===== config.mk =====
export PLATFORM = sky130hd
export DESIGN_NAME = mem_port_arbiter_flat
export DESIGN_NICKNAME = d
export VERILOG_FILES = /design/src/rtl/mem_port_arbiter_if.sv /design/src/rtl/mem_port_arbiter.sv /design/src/flat_wrapper.sv
export SDC_FILE = /design/constraint.sdc
export NUM_CORES = 1
export LEC_CHECK = 0
export ABC_AREA = 1
export CORE_MARGIN = 2
export CORE_UTILIZATION = 38
export DETAILED_ROUTE_END_ITERATION = 12
export GPL_TIMING_DRIVEN = 0
export PLACE_DENSITY = 0.76
export SYNTH_ARGS = -nofsm -noshare
export SYNTH_HDL_FRONTEND = slang
export SYNTH_SLANG_ARGS = --single-unit

===== constraint.sdc =====
create_clock -name clk -period 1.5 [get_ports clk]
set_input_delay 0.225 -clock clk [delete_from_list [all_inputs] [get_ports clk]]
set_output_delay 0.225 -clock clk [all_outputs]
set_load 0.1 [all_outputs]

===== src/rtl/mem_port_arbiter_if.sv =====
// Pipeline-side and memory-side signals of the unified memory port arbiter.
// Latency: none (wires only).
// Backpressure: req held until ack on both requester channels; memory side has none.
//
// Ports / signals:
//   fetch : if_req, if_addr -> if_ack, if_rdata
//   data  : d_req, d_we, d_addr, d_wdata -> d_ack, d_rdata
//   memory: mem_en, mem_we, mem_addr, mem_wdata -> mem_rdata
//   stall : pipeline hold request
//   modport slave  = arbiter view, modport master = pipeline/memory environment view
interface mem_port_arbiter_if #(
    parameter int ADDR_W = 32,
    parameter int DATA_W = 32
);
    logic              if_req;
    logic [ADDR_W-1:0] if_addr;
    logic              if_ack;
    logic [DATA_W-1:0] if_rdata;

    logic              d_req;
    logic              d_we;
    logic [ADDR_W-1:0] d_addr;
    logic [DATA_W-1:0] d_wdata;
    logic              d_ack;
    logic [DATA_W-1:0] d_rdata;

    logic              mem_en;
    logic              mem_we;
    logic [ADDR_W-1:0] mem_addr;
    logic [DATA_W-1:0] mem_wdata;
    logic [DATA_W-1:0] mem_rdata;

    logic              stall;

    modport slave (
        input  if_req, if_addr, d_req, d_we, d_addr, d_wdata, mem_rdata,
        output if_ack, if_rdata, d_ack, d_rdata,
        output mem_en, mem_we, mem_addr, mem_wdata, stall
    );

    modport master (
        output if_req, if_addr, d_req, d_we, d_addr, d_wdata, mem_rdata,
        input  if_ack, if_rdata, d_ack, d_rdata,
        input  mem_en, mem_we, mem_addr, mem_wdata, stall
    );
endinterface


===== src/rtl/mem_port_arbiter.sv =====
// Shares one single-ported synchronous memory between fetch (read) and MEM stage (load/store).
// Latency: store ack 2 cycles after the request is seen in IDLE, load/fetch ack 2+MEM_LAT.
// Backpressure: one transaction in flight; losers wait with req held, stall holds the pipeline.
//
// Ports:
//   clk     : rising-edge clock
//   reset_n : asynchronous active-low reset
//   bus     : mem_port_arbiter_if.slave (fetch channel, data channel, memory macro, stall)
module mem_port_arbiter #(
    parameter int ADDR_W     = 32,
    parameter int DATA_W     = 32,
    parameter int MEM_LAT    = 1,
    parameter int STARVE_MAX = 4
) (
    input  logic                    clk,
    input  logic                    reset_n,
    mem_port_arbiter_if.slave       bus
);

    localparam logic [1:0] LAT_M1     = 2'(MEM_LAT - 1);
    localparam logic [3:0] STARVE_LIM = 4'(STARVE_MAX);

    typedef enum logic [1:0] {
        S_IDLE,
        S_ISSUE,
        S_WAIT,
        S_DONE
    } state_t;

    state_t             r_state;
    state_t             w_state_nxt;

    logic               r_owner_d;      // 1 = data port owns the transaction, 0 = fetch
    logic               r_we;           // store in flight (never set for fetch)
    logic [1:0]         r_wait_cnt;
    logic [3:0]         r_starve_cnt;
    logic [ADDR_W-1:0]  r_mem_addr;
    logic [DATA_W-1:0]  r_mem_wdata;
    logic [DATA_W-1:0]  r_if_rdata;
    logic [DATA_W-1:0]  r_d_rdata;

    logic               w_grant;
    logic               w_grant_d;
    logic               w_wait_last;

    // ------------------------------------------------------------------
    // Next-state logic and arbitration
    // ------------------------------------------------------------------
    always_comb begin
        w_state_nxt = r_state;
        w_grant     = 1'b0;
        w_grant_d   = 1'b0;
        w_wait_last = 1'b0;
        case (r_state)
            S_IDLE: begin
                if (bus.if_req || bus.d_req) begin
                    w_grant     = 1'b1;
                    // Data wins unless fetch has already lost STARVE_MAX times in a row.
                    w_grant_d   = bus.d_req && (!bus.if_req || (r_starve_cnt != STARVE_LIM));
                    w_state_nxt = S_ISSUE;
                end
            end
            S_ISSUE: begin
                // Stores have no read data to wait for.
                w_state_nxt = r_we ? S_DONE : S_WAIT;
            end
            S_WAIT: begin
                if (r_wait_cnt == 2'd0) begin
                    w_wait_last = 1'b1;
                    w_state_nxt = S_DONE;
                end
            end
            S_DONE: begin
                // Requests are deliberately not sampled here: the requester only
                // sees its ack now and updates req for the next IDLE cycle.
                w_state_nxt = S_IDLE;
            end
            default: begin
                w_state_nxt = S_IDLE;
            end
        endcase
    end

    always_ff @(posedge clk or negedge reset_n) begin
        if (!reset_n) begin
            r_state <= S_IDLE;
        end else begin
            r_state <= w_state_nxt;
        end
    end

    // ------------------------------------------------------------------
    // Transaction registers, starvation counter, read-data capture
    // ------------------------------------------------------------------
    always_ff @(posedge clk or negedge reset_n) begin
        if (!reset_n) begin
            r_owner_d    <= 1'b0;
            r_we         <= 1'b0;
            r_wait_cnt   <= 2'd0;
            r_starve_cnt <= 4'd0;
            r_mem_addr   <= '0;
            r_mem_wdata  <= '0;
            r_if_rdata   <= '0;
            r_d_rdata    <= '0;
        end else begin
            if (w_grant) begin
                r_owner_d  <= w_grant_d;
                r_we       <= w_grant_d & bus.d_we;
                r_mem_addr <= w_grant_d ? bus.d_addr : bus.if_addr;
                if (w_grant_d) begin
                    r_mem_wdata <= bus.d_wdata;
                end

                // Count only data grants that made a waiting fetch lose.
                if (!w_grant_d) begin
                    r_starve_cnt <= 4'd0;
                end else if (bus.if_req) begin
                    if (r_starve_cnt != STARVE_LIM) begin
                        r_starve_cnt <= r_starve_cnt + 4'd1;
                    end
                end else begin
                    r_starve_cnt <= 4'd0;
                end
            end

            if (r_state == S_ISSUE) begin
                r_wait_cnt <= LAT_M1;
            end else if ((r_state == S_WAIT) && !w_wait_last) begin
                r_wait_cnt <= r_wait_cnt - 2'd1;
            end

            if (w_wait_last) begin
                if (r_owner_d) begin
                    r_d_rdata <= bus.mem_rdata;
                end else begin
                    r_if_rdata <= bus.mem_rdata;
                end
            end
        end
    end

    // ------------------------------------------------------------------
    // Outputs (decoded from the state register, so reset drops them at once)
    // ------------------------------------------------------------------
    assign bus.mem_en    = (r_state == S_ISSUE);
    assign bus.mem_we    = (r_state == S_ISSUE) & r_we;
    assign bus.mem_addr  = r_mem_addr;
    assign bus.mem_wdata = r_mem_wdata;

    assign bus.if_ack    = (r_state == S_DONE) & ~r_owner_d;
    assign bus.d_ack     = (r_state == S_DONE) &  r_owner_d;
    assign bus.if_rdata  = r_if_rdata;
    assign bus.d_rdata   = r_d_rdata;

    // Gated by reset_n so the pipeline is not held while the arbiter is in reset.
    assign bus.stall     = reset_n & ((bus.if_req & ~bus.if_ack) | (bus.d_req & ~bus.d_ack));

endmodule


===== src/flat_wrapper.sv =====
// flat-port wrapper written by rule: the top's interface ports become plain ports
module mem_port_arbiter_flat 
#(
    parameter int ADDR_W     = 32,
    parameter int DATA_W     = 32,
    parameter int MEM_LAT    = 1,
    parameter int STARVE_MAX = 4
)
  (clk, reset_n, bus_if_req, bus_if_addr, bus_d_req, bus_d_we, bus_d_addr, bus_d_wdata, bus_mem_rdata, bus_if_ack, bus_if_rdata, bus_d_ack, bus_d_rdata, bus_mem_en, bus_mem_we, bus_mem_addr, bus_mem_wdata, bus_stall);
  mem_port_arbiter_if #(.ADDR_W(ADDR_W), .DATA_W(DATA_W)) bus_i ();
  input  logic clk;
  input  logic reset_n;
  input wire logic [$bits(bus_i.if_req)-1:0] bus_if_req;
  input wire logic [$bits(bus_i.if_addr)-1:0] bus_if_addr;
  input wire logic [$bits(bus_i.d_req)-1:0] bus_d_req;
  input wire logic [$bits(bus_i.d_we)-1:0] bus_d_we;
  input wire logic [$bits(bus_i.d_addr)-1:0] bus_d_addr;
  input wire logic [$bits(bus_i.d_wdata)-1:0] bus_d_wdata;
  input wire logic [$bits(bus_i.mem_rdata)-1:0] bus_mem_rdata;
  output wire logic [$bits(bus_i.if_ack)-1:0] bus_if_ack;
  output wire logic [$bits(bus_i.if_rdata)-1:0] bus_if_rdata;
  output wire logic [$bits(bus_i.d_ack)-1:0] bus_d_ack;
  output wire logic [$bits(bus_i.d_rdata)-1:0] bus_d_rdata;
  output wire logic [$bits(bus_i.mem_en)-1:0] bus_mem_en;
  output wire logic [$bits(bus_i.mem_we)-1:0] bus_mem_we;
  output wire logic [$bits(bus_i.mem_addr)-1:0] bus_mem_addr;
  output wire logic [$bits(bus_i.mem_wdata)-1:0] bus_mem_wdata;
  output wire logic [$bits(bus_i.stall)-1:0] bus_stall;
  assign bus_i.if_req = bus_if_req;
  assign bus_i.if_addr = bus_if_addr;
  assign bus_i.d_req = bus_d_req;
  assign bus_i.d_we = bus_d_we;
  assign bus_i.d_addr = bus_d_addr;
  assign bus_i.d_wdata = bus_d_wdata;
  assign bus_i.mem_rdata = bus_mem_rdata;
  assign bus_if_ack = bus_i.if_ack;
  assign bus_if_rdata = bus_i.if_rdata;
  assign bus_d_ack = bus_i.d_ack;
  assign bus_d_rdata = bus_i.d_rdata;
  assign bus_mem_en = bus_i.mem_en;
  assign bus_mem_we = bus_i.mem_we;
  assign bus_mem_addr = bus_i.mem_addr;
  assign bus_mem_wdata = bus_i.mem_wdata;
  assign bus_stall = bus_i.stall;
  mem_port_arbiter #(.ADDR_W(ADDR_W), .DATA_W(DATA_W), .MEM_LAT(MEM_LAT), .STARVE_MAX(STARVE_MAX)) u_core (.clk(clk), .reset_n(reset_n), .bus(bus_i));
endmodule

======== After elaboration in Yosys (flattened, before gate mapping) ========
Cells that the tools add are included.
word-level totals
  register bits after elaboration ......... 138
  bits in latches ......................... 0
  bits in writable memories ............... 0
  bits in read-only memories .............. 0
  input port bits ......................... 133
  output and inout bits ................... 133
  logic and storage cells ................. 59
  memories kept ........................... 0
cells by class
  add/subtract/negate cells ............... 2
  multipliers ............................. 0
  div/mod/pow operators ................... 0
  order comparisons ....................... 0
  equal/unequal tests ..................... 7
  shifts and indexed selects .............. 0
  multiplexer cells ....................... 16
  bitwise logic cells ..................... 11
  reductions and logical operators ........ 14
operators by type and width
  operator                                                                  number
  32-bit two-way mux                                                        1
  4-bit two-way mux                                                         3
  2-bit AND reduction                                                       5
  2-bit two-way mux                                                         4
  2-bit one-hot mux with 4 select lines                                     1
  1-bit bitwise AND                                                         7
  1-bit two-way mux                                                         7
  4-bit by 1-bit adder with 4-bit output (second input constant)            1
  2-bit == test (second input constant)                                     2
  2-bit logical NOT                                                         2
  2-bit by 1-bit inequality test with 1-bit output (second input constant)  2
  4-bit by 3-bit inequality test with 1-bit output (second input constant)  1
  3-bit inequality test (second input constant)                             1
  1-bit inverter                                                            3
  2-bit by 1-bit == test with 1-bit output (second input constant)          1
  1-bit logical AND                                                         2
  1-bit logical NOT                                                         2
  1-bit logical OR                                                          2
  2-bit nonzero test                                                        1
  2-bit by 1-bit subtractor with 2-bit output (second input constant)       1
  1-bit OR                                                                  1

======== Longest topological paths before layout ========
  depth in word-level cells ............... 7
  mapped depth ............................ 10
  depth with buffers taken out ............ 9

======== Worst setup path after synthesis ========
No wires, ideal clock.
  path kind ............................... register to output
  start ................................... reg u_core.r_state[0]
  end ..................................... out bus_stall
  arrival ................................. 2.516 ns
  required time ........................... 1.275 ns
  setup slack ............................. -1.241 ns
  cell stages (with the launch flop) ...... 6
  path buffers ............................ 0
  cell sequence ........................... dfrtp_1 ha_1 inv_1 nor2_1 o22ai_1 and2_1
on the way
  word-level cells in the longest chain between the ends .. 6
  elaborated cells on any way between the ends .. 9
  those cells by class .................... eq/ne: 1; bitwise: 8
ends and longest elaborated chain
  element                 RTL line                 text
  from (decl)             mem_port_arbiter.sv:30   state_t r_state;
  from (signal assigned)  mem_port_arbiter.sv:88   r_state <= w_state_nxt;
  2-bit == test           mem_port_arbiter.sv:150  assign bus.if_ack = (r_state == S_DONE) & ~r_owner_d;
  1-bit bitwise AND       mem_port_arbiter.sv:150
  net bus_if_ack          flat_wrapper.sv:20       output wire logic [$bits(bus_i.if_ack)-1:0] bus_if_ack;
  1-bit inverter          mem_port_arbiter.sv:156  assign bus.stall = reset_n & ((bus.if_req & ~bus.if_ack) | (bus.d_req & ~bus.d_ack));
  1-bit bitwise AND       mem_port_arbiter.sv:156
  1-bit OR                mem_port_arbiter.sv:156
  1-bit bitwise AND       mem_port_arbiter.sv:156
  to (decl)               flat_wrapper.sv:28       output wire logic [$bits(bus_i.stall)-1:0] bus_stall;
The timed path passes the listed nets, and every way through them passes these cells.

======== Worst setup path after layout ========
  start ................................... reg u_core.r_state[1]
  end ..................................... out bus_stall
on the way
  word-level cells in the longest chain between the ends .. 6
  elaborated cells on any way between the ends .. 9
  those cells by class .................... eq/ne: 1; bitwise: 8
ends and longest elaborated chain
  element                               RTL line
  2-bit == test *                       mem_port_arbiter.sv:150, mem_port_arbiter.sv:151
  1-bit bitwise AND (on tied branches)  mem_port_arbiter.sv:150, mem_port_arbiter.sv:151
  1-bit inverter                        mem_port_arbiter.sv:156
  1-bit bitwise AND                     mem_port_arbiter.sv:156
  1-bit OR *                            mem_port_arbiter.sv:156
  1-bit bitwise AND *                   mem_port_arbiter.sv:156
Mark *: on every way between the ends. The rest lies on a longest branch, timed or not.

==> reports/metrics.cfg <==
[run_status]
status = complete, but fails checks
violations = negative hold slack, negative setup slack

[sta]
clock_skew_ns = 0.00861
hold_ws_ns = -0.212
period_share_pct = 123
hold_viol = 67
drv_slew = 0
grt_setup_unrepaired = true
layout_setup_ws_ns = -0.347
setup_viol = 75
setup_tns_ns = -9.39
fmax_mhz = 541
slew-limit-headroom_pct = 57.1
worst_pin_slew_ns = 0.643
period_needed_ns = 1.85

[global_routing]
grt_util_met2_pct = 34.9
track_usage_pct = 21.2
grt_max_degree = 73
use_met3_pct = 6.92
use_met1_pct = 25.4
grt-busiest-layer = met2
grt_remaining_overflow = 0
grt_pass1_wl_um = 28100
grt_pass1_vias = 5669
antenna_found_initial = 0

[clock_network]
path_clk_slew_ns = 0.06
clk_path_buf_depth = 2
cts_made_buffers = 17
clock-root-buffer = clkbuf_16
clock-sinks = 138
worst_skew_pair.late_latency_ns = 0.42
cts_max_level = 4
cts_tree = yes

[setup_path]
crit_buf_inv = 2
crit_family = flip-flops
crit_chain = ha_4 -> nand2_2 -> inv_2 -> o22ai_2 -> and2_4 -> buf_12
critical_path_arrival_ns = 1.62
cp_num_cells = 6
setup.worst_path.start_class = flip-flop
cp-end-kind = output port
reg2reg_depth = 9
path_class = flip-flop to output port
slowest_stage = dfrtp_1
crit_required_ns = 1.27
max_stage_delay_ns = 0.42
crit_fanout = 3

[drt]
ant_nets = 0
dr.pass1.iters = 5
wl_um = 19000
drc = 0
via_per_inst = 4.69
dr.first_iter.drc_count = 293
vias = 5946
wl_per_cell_um = 14.9

[synthesis]
syn_inst = 727
synth_nets = 868
synth-seq-cells = 138
syn_avg_cell_area_um2 = 8.40
yosys_warnings = 0
yosysUniqueCellTypes = 24
synth.cell_area_mm2 = 0.00611
yosysSeqAreaShare_pct = 56.6

[die]
fp.dieArea_mm2 = 0.0171
coreArea_mm2 = 0.0158
ios = 266
initial_core_util_pct = 38.7
die-height_um = 131
rows = 46
die_w_um = 131

[final_layout]
seq_area_mm2 = 0.00345
drive_above_1_share_pct = 28.5
n_antenna_cell = 0
fin_nets = 1181
syn2layout_area_growth_pct = 62.8
multi_input_area_mm2 = 0.00231
fillCellCount = 1364

[place]
place.gp.congestion = 0.807
place_hpwl_um = 13000
io_buffers = 265

[flow_run]
maxCapViolCount = 0

[worst_hold_path]
min_path_type = input pin to async pin

==> worst reg2reg max path: stages, from the launching register on <==
cell	delay (ns)
dfrtp_1	0.41
inv_2	0.09
buf_6	0.13
ha_4	0.16
buf_6	0.11
o21ai_4	0.12
clkinv_4	0.22
clkbuf_16	0.22
nand3_2	0.06
nand2_1	0.05
==> state kept, by name (all words and copies together), names as in the netlist <==
register              cells
u_core.bus.d_rdata       32
u_core.bus.if_rdata      32
u_core.bus.mem_addr      32
u_core.bus.mem_wdata     32
u_core.r_owner_d          1
u_core.r_starve_cnt       4
u_core.r_state            2
u_core.r_wait_cnt         2
u_core.r_we               1
==> routing by layer <==
metal  wire [um]  vias up  part of all wire, %
met1        7690     2826                   41
met5           0        -                    0
met4         495        0                  2.6
met2        9430      195                   50
li1            -     2885                    -
met3        1340       40                  7.1
==> cell type report <==
cell class | instances | share of cell area, %
repair buffers | 293 | 24.4
clock inverters | 15 | 2.15
repair inverters | 1 | 0.0503
well taps | 216 | 2.72
flip-flops and latches | 138 | 34.7
inverters | 114 | 4.47
plain buffers | 38 | 3.94
multi-input cells | 437 | 23.3
clock buffers | 17 | 4.28
==> cells in the final DEF (no fill, tap or decap), types with 2 or more instances in the layout <==
| master | Yosys | layout |
|---|---|---|
| buf_12 | 0 | 8 |
| buf_2 | 18 | 134 |
| buf_4 | 2 | 22 |
| buf_6 | 6 | 17 |
| buf_8 | 0 | 6 |
| bufinv_16 | 0 | 4 |
| clkbuf_16 | 0 | 23 |
| clkbuf_4 | 0 | 4 |
| clkdlybuf4s50_1 | 0 | 131 |
| clkinv_4 | 0 | 3 |
| clkinvlp_4 | 0 | 5 |
| dfrtp_1 | 138 | 138 |
| ha_1 | 8 | 3 |
| ha_4 | 0 | 5 |
| inv_1 | 111 | 107 |
| inv_2 | 3 | 3 |
| inv_6 | 0 | 5 |
| nand2_1 | 235 | 231 |
| nand2_2 | 3 | 5 |
| nand2_4 | 0 | 2 |
| nand3_1 | 96 | 65 |
| nand3_2 | 7 | 36 |
| nand3_4 | 0 | 3 |
| nor2_1 | 8 | 6 |
| nor2_4 | 0 | 2 |
| o21ai_0 | 67 | 56 |
| o21ai_1 | 1 | 11 |
| o22ai_2 | 0 | 3 |
==> Yosys cell counts, drive strengths merged <==
cell / number / area (um2)
and2: 1 / 6.26
nand2: 238 / 901
buf: 26 / 173
o21ai: 69 / 357
nand3: 103 / 551
nor2: 8 / 30.0
ha: 8 / 100
inv: 114 / 428
clkbuf: 13 / 48.8
a21oi: 1 / 5.00
o22ai: 3 / 18.8
nor3: 1 / 5.00
xor2: 1 / 8.76
a211oi: 1 / 7.51
or2: 1 / 6.26
dfrtp: 138 / 3450
o211ai: 1 / 7.51
==> stage by stage <==
stage | hold slack, ns | area (um2) | utilization [%] | instances | setup WS [ns]
finish | -0.212 | 9940 | 63.0 | 1269 | -0.347
global route | -0.169 | 9940 | 63.0 | 1269 | -0.406
CTS | -0.187 | 9260 | 58.7 | 1245 | -0.356
detailed placement | 0.264 | 9070 | 57.5 | 1209 | -1.25
global placement | 0.453 | 9040 | 57.4 | 1208 | -5.92
floorplan | -0.0706 | 6120 | - | 727 | -0.408
==> cell families after synthesis <==
family | after synthesis | synth area share (%)
DFF | 138 | 56.6
adders and majority gates | 8 | 1.64
AOI/OAI and AO/OA | 75 | 6.48
xor gates and xnor gates | 1 | 0.143
buffers and inverters | 153 | 10.6
and+or+nand+nor | 352 | 24.5
==> final timing paths <==
kind / start / to / slack (ns)
worst min register to register: u_core.bus.mem_wdata[10]$_DFFE_PN0P_ / u_core.bus.mem_wdata[10]$_DFFE_PN0P_ / 0.47
max in group asynchronous: reset_n / u_core.bus.mem_wdata[11]$_DFFE_PN0P_ / 0.95
min in group clk: bus_d_wdata[23] / u_core.bus.mem_wdata[23]$_DFFE_PN0P_ / 0.36
worst max-delay path: u_core.r_state[1]$_DFFE_PN0P_ / bus_stall / -0.35
worst min-delay path: reset_n / u_core.bus.d_rdata[27]$_DFFE_PN0P_ / -0.21
worst max register to register: u_core.r_state[1]$_DFFE_PN0P_ / u_core.bus.mem_addr[10]$_DFFE_PN0P_ / -0.17
==> what timing repair did <==
action	in CTS	in global routing
setup endpoints to repair	269	144
pin swaps	0	30
buffers inserted	4	18
cloned	0	8
hold endpoints to repair	67	67
resized for setup	725	125
Power is not shown: default switching activity piles up to over one toggle a cycle in this logic, so the estimate is an artifact.
==> edit: new RTL, same flow settings <==
`DATA_W` is set to 32 in 3 places; all go to 36.
--- a/src/rtl/mem_port_arbiter_if.sv
+++ b/src/rtl/mem_port_arbiter_if.sv
@@ -12,3 +12,3 @@
     parameter int ADDR_W = 32,
-    parameter int DATA_W = 32
+    parameter int DATA_W = 36
 );
--- a/src/rtl/mem_port_arbiter.sv
+++ b/src/rtl/mem_port_arbiter.sv
@@ -10,3 +10,3 @@
     parameter int ADDR_W     = 32,
-    parameter int DATA_W     = 32,
+    parameter int DATA_W     = 36,
     parameter int MEM_LAT    = 1,
--- a/src/flat_wrapper.sv
+++ b/src/flat_wrapper.sv
@@ -4,3 +4,3 @@
     parameter int ADDR_W     = 32,
-    parameter int DATA_W     = 32,
+    parameter int DATA_W     = 36,
     parameter int MEM_LAT    = 1,
Ports: changed (5 resized); port bits go from 266 to 286. No check against the original RTL was run, so the function may have changed too.
==> edit against the original RTL <==
The flow still finishes with violations (hold timing, setup timing). Worst hold slack lost 0.019 ns. Design area is 1.6% lower. Global-route usage increased by 1.5 points. Worst setup slack got worse by 0.0022 ns. Utilization decreased by 4.3 points. Register-to-register slack is essentially flat. Fmax down 0.12%. Wire length grew 8.1%. Sequential cell count increased by 12. Area after synthesis up 6.5%. Critical path type unchanged. Largest cell class unchanged.
Power is left out: the tool's default activity adds up to more than one toggle a clock period on the data nets, which glitch-free logic cannot reach.
==> edit: results (changes against the original RTL) <==
* Outcome: complete, but fails checks
* Failing checks: hold timing, setup timing
* Final worst slack at -0.349 ns (-0.00217 ns)
* Setup slack at placement at -1.35 ns (-0.103 ns)
* Fin cells at 1,314 (+3.5%)
* Post-route setup TNS at -11.04 ns (-1.64 ns)
* Routability Congestion at 0.821 (+1.8%)
* Layout Skew at 0.00726 ns (-0.00135 ns)
* Syn_area_per_cell at 8.41 um^2 (+0.14%)
* Placed Area at 9680 um^2 (+6.6%)
* Post-layout net count at 1,230 (+4.1%)
* Synth Area in Adders at 0.0154 (-0.000997)
* First-pass GRT wire length at 32.2 mm (+15%)
* Share of cells above drive strength 1 at 0.222 (-0.0628)
* Worst-Margin Slew at 0.606 ns (-0.0373 ns)
* Total wire length at 20.5 mm (+8.1%)
* Setup violators final at 114 (+52%)
* Via count at 6,122 (+3.0%)
* Synth top cells by count: nand2_1, dfrtp_1, inv_1
* Synth Net Count at 922 (+6.2%)
* Compound-Gate Fraction of Synth Area at 0.0670 (+0.00222)
* Largest cells by area after synthesis: dfrtp_1, nand2_1, nand3_1
* Hpwl dp at 14.8 mm (+14%)
* Critical path peak fanout at 5 (+2)
* Hold slack at -0.231 ns (-0.0186 ns)
* Post-synthesis sequential area ratio at 0.577 (+0.0118)
* Total GRT Usage at 0.227 (+0.0154)
* Netlist cell types at 25 (+4.2%)
* Fin. Hold Viols at 76 (+13%)
* Post-Synth XOR/XNOR Area at 0.00135 (-0.0000872)
[edit: cell type report]
cell class	instances	area, um^2
plain buffers	41	287
clock buffers	17	425
clock inverters	15	168
fillers	1545	6860
inverters	118	449
multi-input cells	464	2150
flip-flops and latches	150	3750
well taps	220	275
repair buffers	289	2270
[edit: path summary, 6_finish.rpt]
kind,startpoint,endpoint,slack (ns),depth (start not counted)
setup / recovery,u_core.r_state[0]$_DFFE_PN0P_,bus_stall,-0.35,6
hold / removal,reset_n,u_core.bus.d_rdata[14]$_DFFE_PN0P_,-0.23,1
min in group clk,bus_d_wdata[7],u_core.bus.mem_wdata[7]$_DFFE_PN0P_,0.35,3
max in group asynchronous,reset_n,u_core.bus.mem_wdata[31]$_DFFE_PN0P_,0.94,2
setup reg to reg,u_core.r_state[0]$_DFFE_PN0P_,u_core.bus.d_rdata[23]$_DFFE_PN0P_,-0.17,6
hold reg to reg,u_core.bus.mem_wdata[28]$_DFFE_PN0P_,u_core.bus.mem_wdata[28]$_DFFE_PN0P_,0.47,2
[edit: timing repair]
action | in CTS | in global routing
resized for setup | 790 | 22
endpoints found under the hold margin | 76 | 76
pin swaps | 2 | 2
cloned | 0 | 0
buffers inserted | 2 | 1
setup endpoints to repair | 291 | 158
[edit: critical path, stage by stage, from the launching register on]
cell and delay, ns:
dfrtp_2 0.45, ha_4 0.18, nand2_2 0.06, inv_2 0.04
o22ai_2 0.13, and2_4 0.17, buf_12 0.17
[edit: layer usage]
metal / wire, um / global-route usage / share of wire / vias up
met4: 643 / 0.101 / 0.031 / 0
met3: 1170 / 0.0495 / 0.057 / 45
li1: - / - / - / 3006
met2: 10200 / 0.377 / 0.50 / 204
met1: 8480 / 0.285 / 0.41 / 2867
met5: 0 / 0 / 0 / -
